File: src/rtl/tinychip_pkg.sv
// Shared types for the tinychip datapath: register-file word/address types and
// the register-file access controller state encoding.
package tinychip_pkg;

  localparam int unsigned WORD_W  = 16;
  localparam int unsigned RADDR_W = 2;

  typedef logic [WORD_W-1:0]  word_t;
  typedef logic [RADDR_W-1:0] reg_addr_t;

  typedef enum logic [1:0] {
    IDLE    = 2'd0,
    ISSUE   = 2'd1,
    CAPTURE = 2'd2
  } rac_state_e;

endpackage

File: src/rtl/regfile_access_ctrl.sv
// Initiator for the 4x16 register file: arbitrates operand-fetch reads against
// writeback writes, absorbs the file's registered read latency and hands operand pairs on.
module regfile_access_ctrl
  import tinychip_pkg::*;
#(
  parameter int unsigned DATA_W       = WORD_W,
  parameter int unsigned ADDR_W       = RADDR_W,
  parameter int unsigned STARVE_LIMIT = 3
) (
  input  logic              clk,
  input  logic              reset,
  input  logic              rd_valid,
  input  logic [ADDR_W-1:0] rd_src1,
  input  logic [ADDR_W-1:0] rd_src2,
  output logic              rd_ready,
  input  logic              wb_valid,
  input  logic [ADDR_W-1:0] wb_dest,
  input  logic [DATA_W-1:0] wb_data,
  output logic              wb_ready,
  output logic              op_valid,
  output logic [DATA_W-1:0] op_a,
  output logic [DATA_W-1:0] op_b,
  input  logic              op_ready,
  output logic [ADDR_W-1:0] rf_reg1,
  output logic [ADDR_W-1:0] rf_reg2,
  output logic              rf_write,
  output logic [DATA_W-1:0] rf_write_data,
  input  logic [DATA_W-1:0] rf_data1,
  input  logic [DATA_W-1:0] rf_data2
);

  localparam int unsigned STARVE_W = $clog2(STARVE_LIMIT + 1);

  rac_state_e          r_state;
  rac_state_e          w_next_state;
  logic [ADDR_W-1:0]   r_src1;
  logic [ADDR_W-1:0]   r_src2;
  logic [STARVE_W-1:0] r_starve;
  logic                r_op_valid;
  logic [DATA_W-1:0]   r_op_a;
  logic [DATA_W-1:0]   r_op_b;

  logic w_slot_free;
  logic w_starved;
  logic w_rd_grant;
  logic w_wb_grant;

  // A new read may start only when the output slot is empty or drains this cycle.
  assign w_slot_free = (r_state == IDLE) && (!r_op_valid || op_ready);
  assign w_starved   = (r_starve == STARVE_W'(STARVE_LIMIT));
  assign w_rd_grant  = rd_valid && rd_ready;
  assign w_wb_grant  = wb_valid && wb_ready;

  always_ff @(posedge clk) begin
    if (reset) begin
      r_state <= IDLE;
    end else begin
      r_state <= w_next_state;
    end
  end

  always_comb begin
    w_next_state = r_state;
    case (r_state)
      IDLE:    if (w_rd_grant) w_next_state = ISSUE;
      ISSUE:   w_next_state = CAPTURE;
      CAPTURE: w_next_state = IDLE;
      default: w_next_state = IDLE;
    endcase
  end

  // Port arbitration: writes win unless the waiting read has been starved too long.
  always_comb begin
    rd_ready      = 1'b0;
    wb_ready      = 1'b0;
    rf_reg1       = r_src1;
    rf_reg2       = r_src2;
    rf_write      = 1'b0;
    rf_write_data = '0;
    if (reset) begin
      rf_reg1 = '0;
      rf_reg2 = '0;
    end else begin
      rd_ready = w_slot_free && (!wb_valid || w_starved);
      wb_ready = (r_state != ISSUE) && !(rd_valid && rd_ready);
      if (wb_valid && wb_ready) begin
        rf_write      = 1'b1;
        rf_reg1       = wb_dest;
        rf_write_data = wb_data;
      end
    end
  end

  always_ff @(posedge clk) begin
    if (reset) begin
      r_src1     <= '0;
      r_src2     <= '0;
      r_starve   <= '0;
      r_op_valid <= 1'b0;
      r_op_a     <= '0;
      r_op_b     <= '0;
    end else begin
      if (w_rd_grant) begin
        r_src1 <= rd_src1;
        r_src2 <= rd_src2;
      end
      // Count only cycles where a read could have started but lost to a write.
      if (w_rd_grant) begin
        r_starve <= '0;
      end else if (w_slot_free && rd_valid && w_wb_grant && !w_starved) begin
        r_starve <= r_starve + STARVE_W'(1);
      end
      if (r_state == CAPTURE) begin
        r_op_a     <= rf_data1;
        r_op_b     <= rf_data2;
        r_op_valid <= 1'b1;
      end else if (r_op_valid && op_ready) begin
        r_op_valid <= 1'b0;
      end
    end
  end

  assign op_valid = r_op_valid;
  assign op_a     = r_op_a;
  assign op_b     = r_op_b;

endmodule

File: config.mk
export PLATFORM = sky130hd
export DESIGN_NAME = regfile_access_ctrl
export DESIGN_NICKNAME = d
export VERILOG_FILES = /design/src/rtl/tinychip_pkg.sv /design/src/rtl/regfile_access_ctrl.sv
export SDC_FILE = /design/constraint.sdc
export NUM_CORES = 1
export LEC_CHECK = 0
export ABC_AREA = 0
export BUFFER_PORTS_ARGS = -buffer_cell sky130_fd_sc_hd__buf_4
export CAP_MARGIN = 15
export CELL_PAD_IN_SITES_DETAIL_PLACEMENT = 1
export CELL_PAD_IN_SITES_GLOBAL_PLACEMENT = 1
export CORE_UTILIZATION = 25
export DETAILED_ROUTE_END_ITERATION = 7
export PLACE_DENSITY = 0.84
export SLEW_MARGIN = 0
export SYNTH_ARGS = -nofsm -noshare
export SYNTH_HDL_FRONTEND = slang
export SYNTH_SLANG_ARGS = --single-unit
File: constraint.sdc
create_clock -name clk -period 1.35 [get_ports clk]
set_input_delay 0.135 -clock clk [delete_from_list [all_inputs] [get_ports clk]]
set_output_delay 0.135 -clock clk [all_outputs]
set_load 0.05 [all_outputs]
# Word-level counts from Yosys, hierarchy flattened
# Cells that the tools add are included.
[word_totals]
reg_bits = 41
out_inout_bits = 56
word_cells = 46
[classes]
n_addsub = 1
n_eq_ne = 5
muxes = 13
reduce_logical = 20
[ops]
columns = ["operator", "count"]
rows = [
  ["$mux 16", 2],
  ["$logic_and 1x1->1", 11],
  ["$mux 2", 4],
  ["$mux 1", 6],
  ["$eq 2x2->1 const B", 2],
  ["$logic_not 1->1", 4],
  ["$pmux 2 s2", 1],
  ["$add 2x1->2 const B", 1],
  ["$eq 2x1->1 const B", 1],
  ["$logic_not 2->1", 1],
  ["$logic_or 1x1->1", 2],
  ["$ne 2x1->1 const B", 1],
  ["$ne 2x2->1 const B", 1],
  ["$reduce_bool 2->1", 1],
  ["$reduce_or 2->1", 1],
]

# Depth between registers and ports, before layout
# Gate-level depths: netlist of the first run.
[depth]
ltp_word = 11
depth_mapped = 5
mapped_depth_nobuf = 4

# Worst setup path before layout of the first run
# OpenSTA, ideal clock, no wires.
[synth_timing]
path_type = "reg2out"
startpoint = "register r_op_valid, in the netlist op_valid"
endpoint = "output rf_write_data[0]"
t_arrival_ps = 2415
slack_ps = -1200
path_stages_with_launch = 6
path_buffers = 2
path_cell_list = "dfxtp_1 -> nor2b_1 -> buf_2 -> nor3_4 -> buf_2 -> nor3b_1"
[synth_via]
elab_chain_cells = 10
[synth_lines]
columns = ["item", "line", "source"]
rows = [
  ["start, declared", "regfile_access_ctrl.sv:39", "logic r_op_valid;"],
  ["start signal, assigned", "regfile_access_ctrl.sv:99", "r_op_valid <= 1'b0;"],
  ["start signal, assigned", "regfile_access_ctrl.sv:116", "r_op_valid <= 1'b1;"],
  ["start signal, assigned", "regfile_access_ctrl.sv:118", "r_op_valid <= 1'b0;"],
  ["$logic_not 1->1", "regfile_access_ctrl.sv:49", "assign w_slot_free = (r_state == IDLE) && (!r_op_valid || op_ready);"],
  ["$logic_or 1x1->1", "regfile_access_ctrl.sv:49", ""],
  ["$logic_and 1x1->1", "regfile_access_ctrl.sv:49", ""],
  ["$logic_and 1x1->1", "regfile_access_ctrl.sv:84", "rd_ready = w_slot_free && (!wb_valid || w_starved);"],
  ["$logic_and 1x1->1", "regfile_access_ctrl.sv:85", "wb_ready = (r_state != ISSUE) && !(rd_valid && rd_ready);"],
  ["$logic_not 1->1", "regfile_access_ctrl.sv:85", ""],
  ["$logic_and 1x1->1", "regfile_access_ctrl.sv:85", ""],
  ["$logic_and 1x1->1", "regfile_access_ctrl.sv:86", "if (wb_valid && wb_ready) begin"],
  ["$mux 16", "regfile_access_ctrl.sv:86", ""],
  ["$mux 16", "regfile_access_ctrl.sv:80", "if (reset) begin"],
  ["end, declared", "regfile_access_ctrl.sv:27", "output logic [DATA_W-1:0] rf_write_data,"],
]
# No other way between the ends.

# Worst setup path in the final report of the first run
[layout_timing]
startpoint = "register r_state[1]"
endpoint = "output rf_write_data[1]"
[layout_via]
elab_chain_cells = 9
elab_cells_between_ends = 10
[layout_lines]
columns = ["item", "line", "source"]
rows = [
  ["start, declared", "regfile_access_ctrl.sv:34", "rac_state_e r_state;"],
  ["start signal, assigned", "regfile_access_ctrl.sv:58", "r_state <= w_next_state;"],
  ["$logic_not 2->1", "regfile_access_ctrl.sv:49", ""],
  ["$logic_and 1x1->1", "regfile_access_ctrl.sv:49", ""],
  ["$logic_and 1x1->1", "regfile_access_ctrl.sv:84", ""],
  ["$logic_and 1x1->1", "regfile_access_ctrl.sv:85", ""],
  ["$logic_not 1->1", "regfile_access_ctrl.sv:85", ""],
  ["$logic_and 1x1->1 (*)", "regfile_access_ctrl.sv:85", ""],
  ["$logic_and 1x1->1 (*)", "regfile_access_ctrl.sv:86", ""],
  ["$mux 16 (*)", "regfile_access_ctrl.sv:86", ""],
  ["$mux 16 (*)", "regfile_access_ctrl.sv:80", ""],
]
# Every way passes the cells marked *; elsewhere a longest branch is shown, timed or not.

==> results.tsv, run 1 <==
stage	metric	value	unit
worst_setup_path	critical path type	register to output pin	
die	Die Ht	85.6	um
synthesis	number of flops mapped to enable cells by yosys	0	
cells_and_area	n_diodes	0	
synthesis	ys async rst share	0	%
synthesis	synth top area cells	dfxtp_1 (47%), nand2_1 (15%), a21oi_1 (10%), nor3b_1 (7.3%), clkbuf_1 (2.8%)	
synthesis	Post-synth top flop	dfxtp_1	
power	Gate power share	26.7	%
clocking	Clock Path Buffers	2	
sta	post-layout min period	1.80	ns
die	die area	0.00733	mm2
power	P_int	0.00208	W
min_path	hold path depth	3	
sta	unrepaired setup endpoints after global routing	true	
power	VDD IR max	455	uV
sta	final setup margin	-0.449	ns
synthesis	Syn Std Cell Area	0.00175	mm2
sta	Fmax achieved	556	MHz
status	failing checks	setup timing	
sta	worst-margin pin slew	0.277	ns
synthesis	Synth area leader	dfxtp_1	
routing	number of DRC markers in iteration 0	99	
placed_design	buffers added on ports	114	
die	DIE WIDTH	85.6	um
placed_design	GP Congestion	0.707	
synthesis	post-synth top area share	47.0	%
clocking	Clock Pin Slew Worst Setup and Hold Paths	0.08	ns
synthesis	syn nets	276	
power	pwr/cell area	814	mW/mm2
worst_setup_path	reg2reg setup slack	-0.40	ns
min_path	worst hold start	rf_data2[0]	
sta	TNS Setup	-10.40	ns
worst_setup_path	Max FO, Critical Path	8	
synthesis	syn avg cell area	8.09	um2
power	LEAKAGE	1.53	nW
routing	WL final	7020	um
placed_design	DP Area	0.00308	mm2
global_routing	gr ovfl total	0	
clocking	H-Tree Depth	2	
sta	Worst Skew	0.00689	ns
flow_run	Max Cap Violations	0	
cells_and_area	Finished Cell Area	0.00359	mm2
routing	Detailed Routing Iterations Pass 1	4	
die	row count	30	
worst_setup_path	CP endpoint kind	output pin	
clocking	CTS Sinks	41	
cells_and_area	Final #Nets	423	
sta	Final period util	133	%
routing	Remaining DRCs	0	
placed_design	Placement Setup Slack	-0.505	ns
die	area of the core	0.00676	mm2
routing	via count	2064	
global_routing	initial antenna violation count	0	
global_routing	largest net degree at the start of global routing	43	
status	status	complete, but fails checks	
cells_and_area	Area Growth Syn to Fin	105	%
synthesis	Cells after Synth	216	
min_path	min-delay worst type	primary input to register	
clocking	Num CTS Buffers	5	
worst_setup_path	Worst Reg2Reg Path Length in Cells	7	
global_routing	overall routing resource usage	18.4	%
clocking	CTS tree	yes	
cells_and_area	commonest non-fill, non-tap cells in the layout	buf_4 (118), nand2_1 (70), dfxtp_1 (36)	
die	Top-Level Pins	115	
power	switching share of power	28.8	%
cells_and_area	Util after Layout	53.1	%
sta	Final Hold Viols	0	
cells_and_area	Filler Cells Inserted	778	
worst_setup_path	worst r2r dst	r_src1[1]	
synthesis	yosys warns	0	
placed_design	Post-DP HPWL	4560	um
worst_setup_path	CP required	1.22	ns
routing	antenna viol nets, final	0	
synthesis	library cells used by synthesis	28	
sta	Final Setup Violations	26	
power	sequential power share	42.9	%
sta	Final Max Slew Viols	0	
sta	Slew HR	81.4	%
clocking	Root Driver	clkbuf_8	
die	Starting Density	25.9	%
clocking	Hold-fix buffers, CTS	0	
synthesis	number of synthesized register bits	41	
clocking	clk_lat worst skew	0.29	ns
routing	via/cell ratio	4.65	
routing	routed len/inst	15.8	um
worst_setup_path	Crit path arrival time	1.66	ns
cells_and_area	commonest non-fill, non-tap cell in the layout	buf_4	
global_routing	global-route wire length before repair	10500	um
cells_and_area	share of cells above drive strength 1	58.0	%
worst_setup_path	critical path startpoint category	register	
global_routing	vias in the first global route	2187	
power	Clock power frac	30.4	%
min_path	hold endpoint	op_b[0]	
power	switching power	0.000842	W
worst_setup_path	Critical R2R Launch	r_state[1]	
synthesis	sequential area share after synthesis	47.0	%
## kinds of logic (layout without fill, tap and decap cells)
kind of cell	count (synthesis)	count (layout)	share of synthesized area [%]
AO/OA/AOI/OAI	39	39	12.0
multiplexers	6	6	4.01
buffers and inverters	18	166	4.44
AND/OR/NAND/NOR	111	111	31.9
flip-flops	41	41	47.0
adder cells (fa/ha/maj)	1	1	0.716
## worst max-delay path by stage
stage	endpoint	slack [ns]	startpoint
after floorplan	rf_write_data[10]	-0.30	op_valid
after global placement	rf_reg1[1]	-0.43	op_valid
after detailed placement	rf_reg1[1]	-0.50	op_valid
after CTS	rf_reg1[1]	-0.42	r_state[1]
after global routing	rf_write_data[1]	-0.53	r_state[1]
final	rf_write_data[1]	-0.45	r_state[1]
## metal layers
layer | GRT usage (%) | part of all wire, %
met1 | 17.1 | 34
met2 | 37.5 | 58
met3 | 6.16 | 7.5
met4 | 4.85 | 1.1
met5 | 0 | 0
## critical path, cell delays in order, from the launching register on
cell and delay, ns:
dfxtp_2 0.33, or2_4 0.27, buf_6 0.13, nor3_4 0.14
buf_6 0.15, buf_16 0.15, nor3b_4 0.05, buf_6 0.15
## per-stage QoR
| step | std cells | power (W) | hold WS [ns] |
|---|---|---|---|
| floorplan | 216 | 0.00166 | 0.271 |
| global placement | 419 | 0.00193 | 0.382 |
| detailed placement | 419 | 0.00195 | 0.394 |
| CTS | 440 | 0.00292 | 0.0789 |
| global route | 444 | 0.00305 | 0.0773 |
| finish | 444 | 0.00292 | 0.0870 |
## sequential cells by signal, summed over array words and instances (netlist names)
signal / count
r_src2: 2
op_valid: 1
op_b: 16
r_starve: 2
op_a: 16
r_src1: 2
r_state: 2
## synth_stat cells, types with 2 or more instances
cell	instances
nand2_1	71
dfxtp_1	41
a21oi_1	35
nor3b_1	17
clkbuf_1	13
nor2b_1	6
mux2i_1	4
nor2_1	3
buf_2	2
mux2_4	2
nand2b_1	2
nand3_1	2
nand4_1	2
o31ai_1	2
## cell type report
type | instances | area (um2) | share of cell area (%)
flip-flops and latches | 41 | 830 | 23.1
inverters | 2 | 7.51 | 0.209
clock inverters | 1 | 5.00 | 0.140
clock buffers | 7 | 96.3 | 2.69
repair buffers | 156 | 1390 | 38.6
well taps | 80 | 100 | 2.79
multi-input cells | 157 | 1160 | 32.4
## timing repair
| item | CTS | global route |
|---|---|---|
| setup buffers | 11 | 5 |
| setup endpoints to repair | 27 | 43 |
| pin swaps | 15 | 7 |
| gates cloned | 2 | 0 |
| gates resized for setup | 45 | 15 |
## power by group through the flow
stage               Clock (W)  Combinational (W)  Sequential (W)
floorplan                   0           0.000310         0.00135
global placement            0           0.000650         0.00128
detailed placement          0           0.000667         0.00128
CTS                  0.000927           0.000741         0.00125
global route         0.000972           0.000821         0.00126
finish               0.000888           0.000779         0.00125
Power figures use the tool's default switching activity.
==> run 2: changes to the inputs <==
Settings changed: SKIP_LAST_GASP set to 1, SLEW_MARGIN 0 to 10.
==> run 2 against run 1 <==
The flow still finishes with violations (setup timing). Clock power is essentially flat. Count of clock-buffer cells in the layout did not move. Critical path depth is the same. Total power about the same.
==> results.tsv, run 2 (same netlist as run 1, synthesis figures left out) <==
stage	metric	value	unit
global_routing	vias in the first global route	2187	
sta	Worst Skew	0.00619	ns
worst_setup_path	Crit-path slowest cell	dfxtp_2	
die	Starting Density	25.9	%
power	total power	0.00292	W
worst_setup_path	Worst Reg2Reg Path Length in Cells	7	
placed_design	Post-DP HPWL	4560	um
cells_and_area	Finished Cell Area	0.00358	mm2
worst_setup_path	crit-path most repeated cell	buf_6	
power	switching share of power	28.8	%
worst_setup_path	crit-path max cell delay	0.33	ns
worst_setup_path	CP required	1.22	ns
clocking	Num CTS Buffers	5	
worst_setup_path	critical path type	register to output pin	
routing	WL final	6890	um
routing	antenna viol nets, final	0	
power	Clock power frac	30.5	%
die	row count	30	
global_routing	overall routing resource usage	18.4	%
clocking	Root Driver	clkbuf_8	
clocking	Hold-fix buffers, CTS	0	
clocking	clk_lat worst skew	0.29	ns
clocking	CTS tree	yes	
routing	via/cell ratio	4.68	
routing	Detailed Routing Iterations Pass 1	4	
min_path	hold path depth	3	
flow_run	Max Cap Violations	0	
cells_and_area	Area Growth Syn to Fin	105	%
sta	post-layout min period	1.81	ns
clocking	CTS Sinks	41	
routing	number of DRC markers in iteration 0	70	
cells_and_area	share of cells above drive strength 1	57.7	%
power	P_int	0.00208	W
sta	Final period util	134	%
die	area of the core	0.00676	mm2
power	pwr/cell area	816	mW/mm2
clocking	Clock Pin Slew Worst Setup and Hold Paths	0.08	ns
worst_setup_path	Buffers & Inverters on Critical Path	4	
die	die area	0.00733	mm2
worst_setup_path	Critical R2R Launch	r_state[1]	
sta	unrepaired setup endpoints after global routing	true	
die	DIE WIDTH	85.6	um
sta	Final Setup Violations	28	
die	Top-Level Pins	115	
power	Gate power share	26.6	%
die	Die Ht	85.6	um
clocking	Clock Path Buffers	2	
worst_setup_path	CP endpoint kind	output pin	
global_routing	initial antenna violation count	0	
placed_design	DP Area	0.00308	mm2
cells_and_area	Util after Layout	53.0	%
worst_setup_path	reg2reg setup slack	-0.42	ns
sta	Final Hold Viols	0	
placed_design	buffers added on ports	114	
min_path	worst hold start	rf_data2[0]	
cells_and_area	commonest non-fill, non-tap cell in the layout	buf_4	
power	VDD IR max	455	uV
clocking	H-Tree Depth	2	
global_routing	gr ovfl total	0	
power	sequential power share	42.9	%
worst_setup_path	cells along the critical path	or2_4, buf_6, nor3_4, buf_6, buf_16, nor3b_4, buf_6	
cells_and_area	commonest non-fill, non-tap cells in the layout	buf_4 (119), nand2_1 (70), dfxtp_1 (36)	
min_path	hold endpoint	op_b[0]	
worst_setup_path	Crit path arrival time	1.67	ns
worst_setup_path	Max FO, Critical Path	8	
placed_design	GP Congestion	0.707	
status	failing checks	setup timing	
global_routing	largest net degree at the start of global routing	43	
sta	Final Max Slew Viols	0	
cells_and_area	n_diodes	0	
sta	TNS Setup	-10.73	ns
routing	routed len/inst	15.5	um
sta	Fmax achieved	553	MHz
routing	Remaining DRCs	0	
cells_and_area	Final #Nets	423	
worst_setup_path	worst r2r dst	r_src1[1]	
sta	Slew HR	81.9	%
power	LEAKAGE	1.53	nW
worst_setup_path	critical path startpoint category	register	
sta	final setup margin	-0.459	ns
sta	worst-margin pin slew	0.269	ns
power	switching power	0.000841	W
worst_setup_path	CP delay by family, top	buffers and inverters	
status	status	complete, but fails checks	
min_path	min-delay worst type	primary input to register	
routing	via count	2080	
global_routing	global-route wire length before repair	10500	um
==> run 2: cell types whose count changed in the layout (fill, tap and decap cells not counted) <==
cell    delta
nor3_2     -1
nor3_1     +1
buf_6      -1
buf_4      +1
==> run 2: power groups by stage <==
stage / Sequential, W / Clock [W] / Combinational (W)
floorplan: 0.00135 / 0 / 0.000310
global placement: 0.00128 / 0 / 0.000650
detailed placement: 0.00128 / 0 / 0.000667
CTS: 0.00125 / 0.000927 / 0.000741
global route: 0.00126 / 0.000974 / 0.000819
finish: 0.00125 / 0.000890 / 0.000776
==> run 2: worst max-delay path by stage <==
stage | from | to | slack [ns] | cells past startpoint
2_1_floorplan | op_valid | rf_write_data[10] | -0.30 | 4
3_5_place_dp | op_valid | rf_reg1[1] | -0.50 | 4
4_1_cts | r_state[1] | rf_reg1[1] | -0.42 | 4
5_1_grt | r_state[1] | rf_write_data[1] | -0.54 | 7
3_3_place_gp | op_valid | rf_reg1[1] | -0.43 | 4
6_report | r_state[1] | rf_write_data[1] | -0.46 | 7
==> run 2: metal layers <==
metal / wire length (um) / track usage, % / up-vias
met5: 0 / 0 / -
met4: 115 / 4.85 / 0
met3: 556 / 6.16 / 11
met2: 3930 / 37.5 / 86
met1: 2300 / 17.1 / 978
li1: - / - / 1005
==> run 2: area by class of cell <==
cell class	count	area, um2
Timing Repair Buffer	156	1380
Clock inverter	1	5.00
Sequential cell	41	830
Inverter	2	7.51
Multi-Input combinational cell	157	1160
Tap cell	80	100
Fill cell	777	3180
Clock buffer	7	96.3
==> run 2: stage by stage <==
step           instances  worst slack [ns]  hold WS (ns)
2_1_floorplan        216            -0.305         0.271
3_3_place_gp         419            -0.431         0.382
3_5_place_dp         419            -0.505         0.394
4_1_cts              440            -0.424        0.0789
5_1_grt              444            -0.540        0.0773
6_report             444            -0.459        0.0882
==> run 2: what timing repair did <==
| item | CTS | global route |
|---|---|---|
| endpoints found under the setup margin | 27 | 43 |
| gates resized for setup | 45 | 13 |
| cloned | 2 | 0 |
| buffers inserted | 11 | 5 |
| hold endpoints to repair | 0 | 0 |
| pin swaps | 15 | 7 |
==> run 2: worst register-to-register path, stage by stage, from the launching register on <==
cell and delay [ns]:
dfxtp_2 0.33, or2_4 0.27, buf_4 0.14, buf_6 0.12, nor4_4 0.29, buf_4 0.20
buf_6 0.11, mux2i_2 0.22
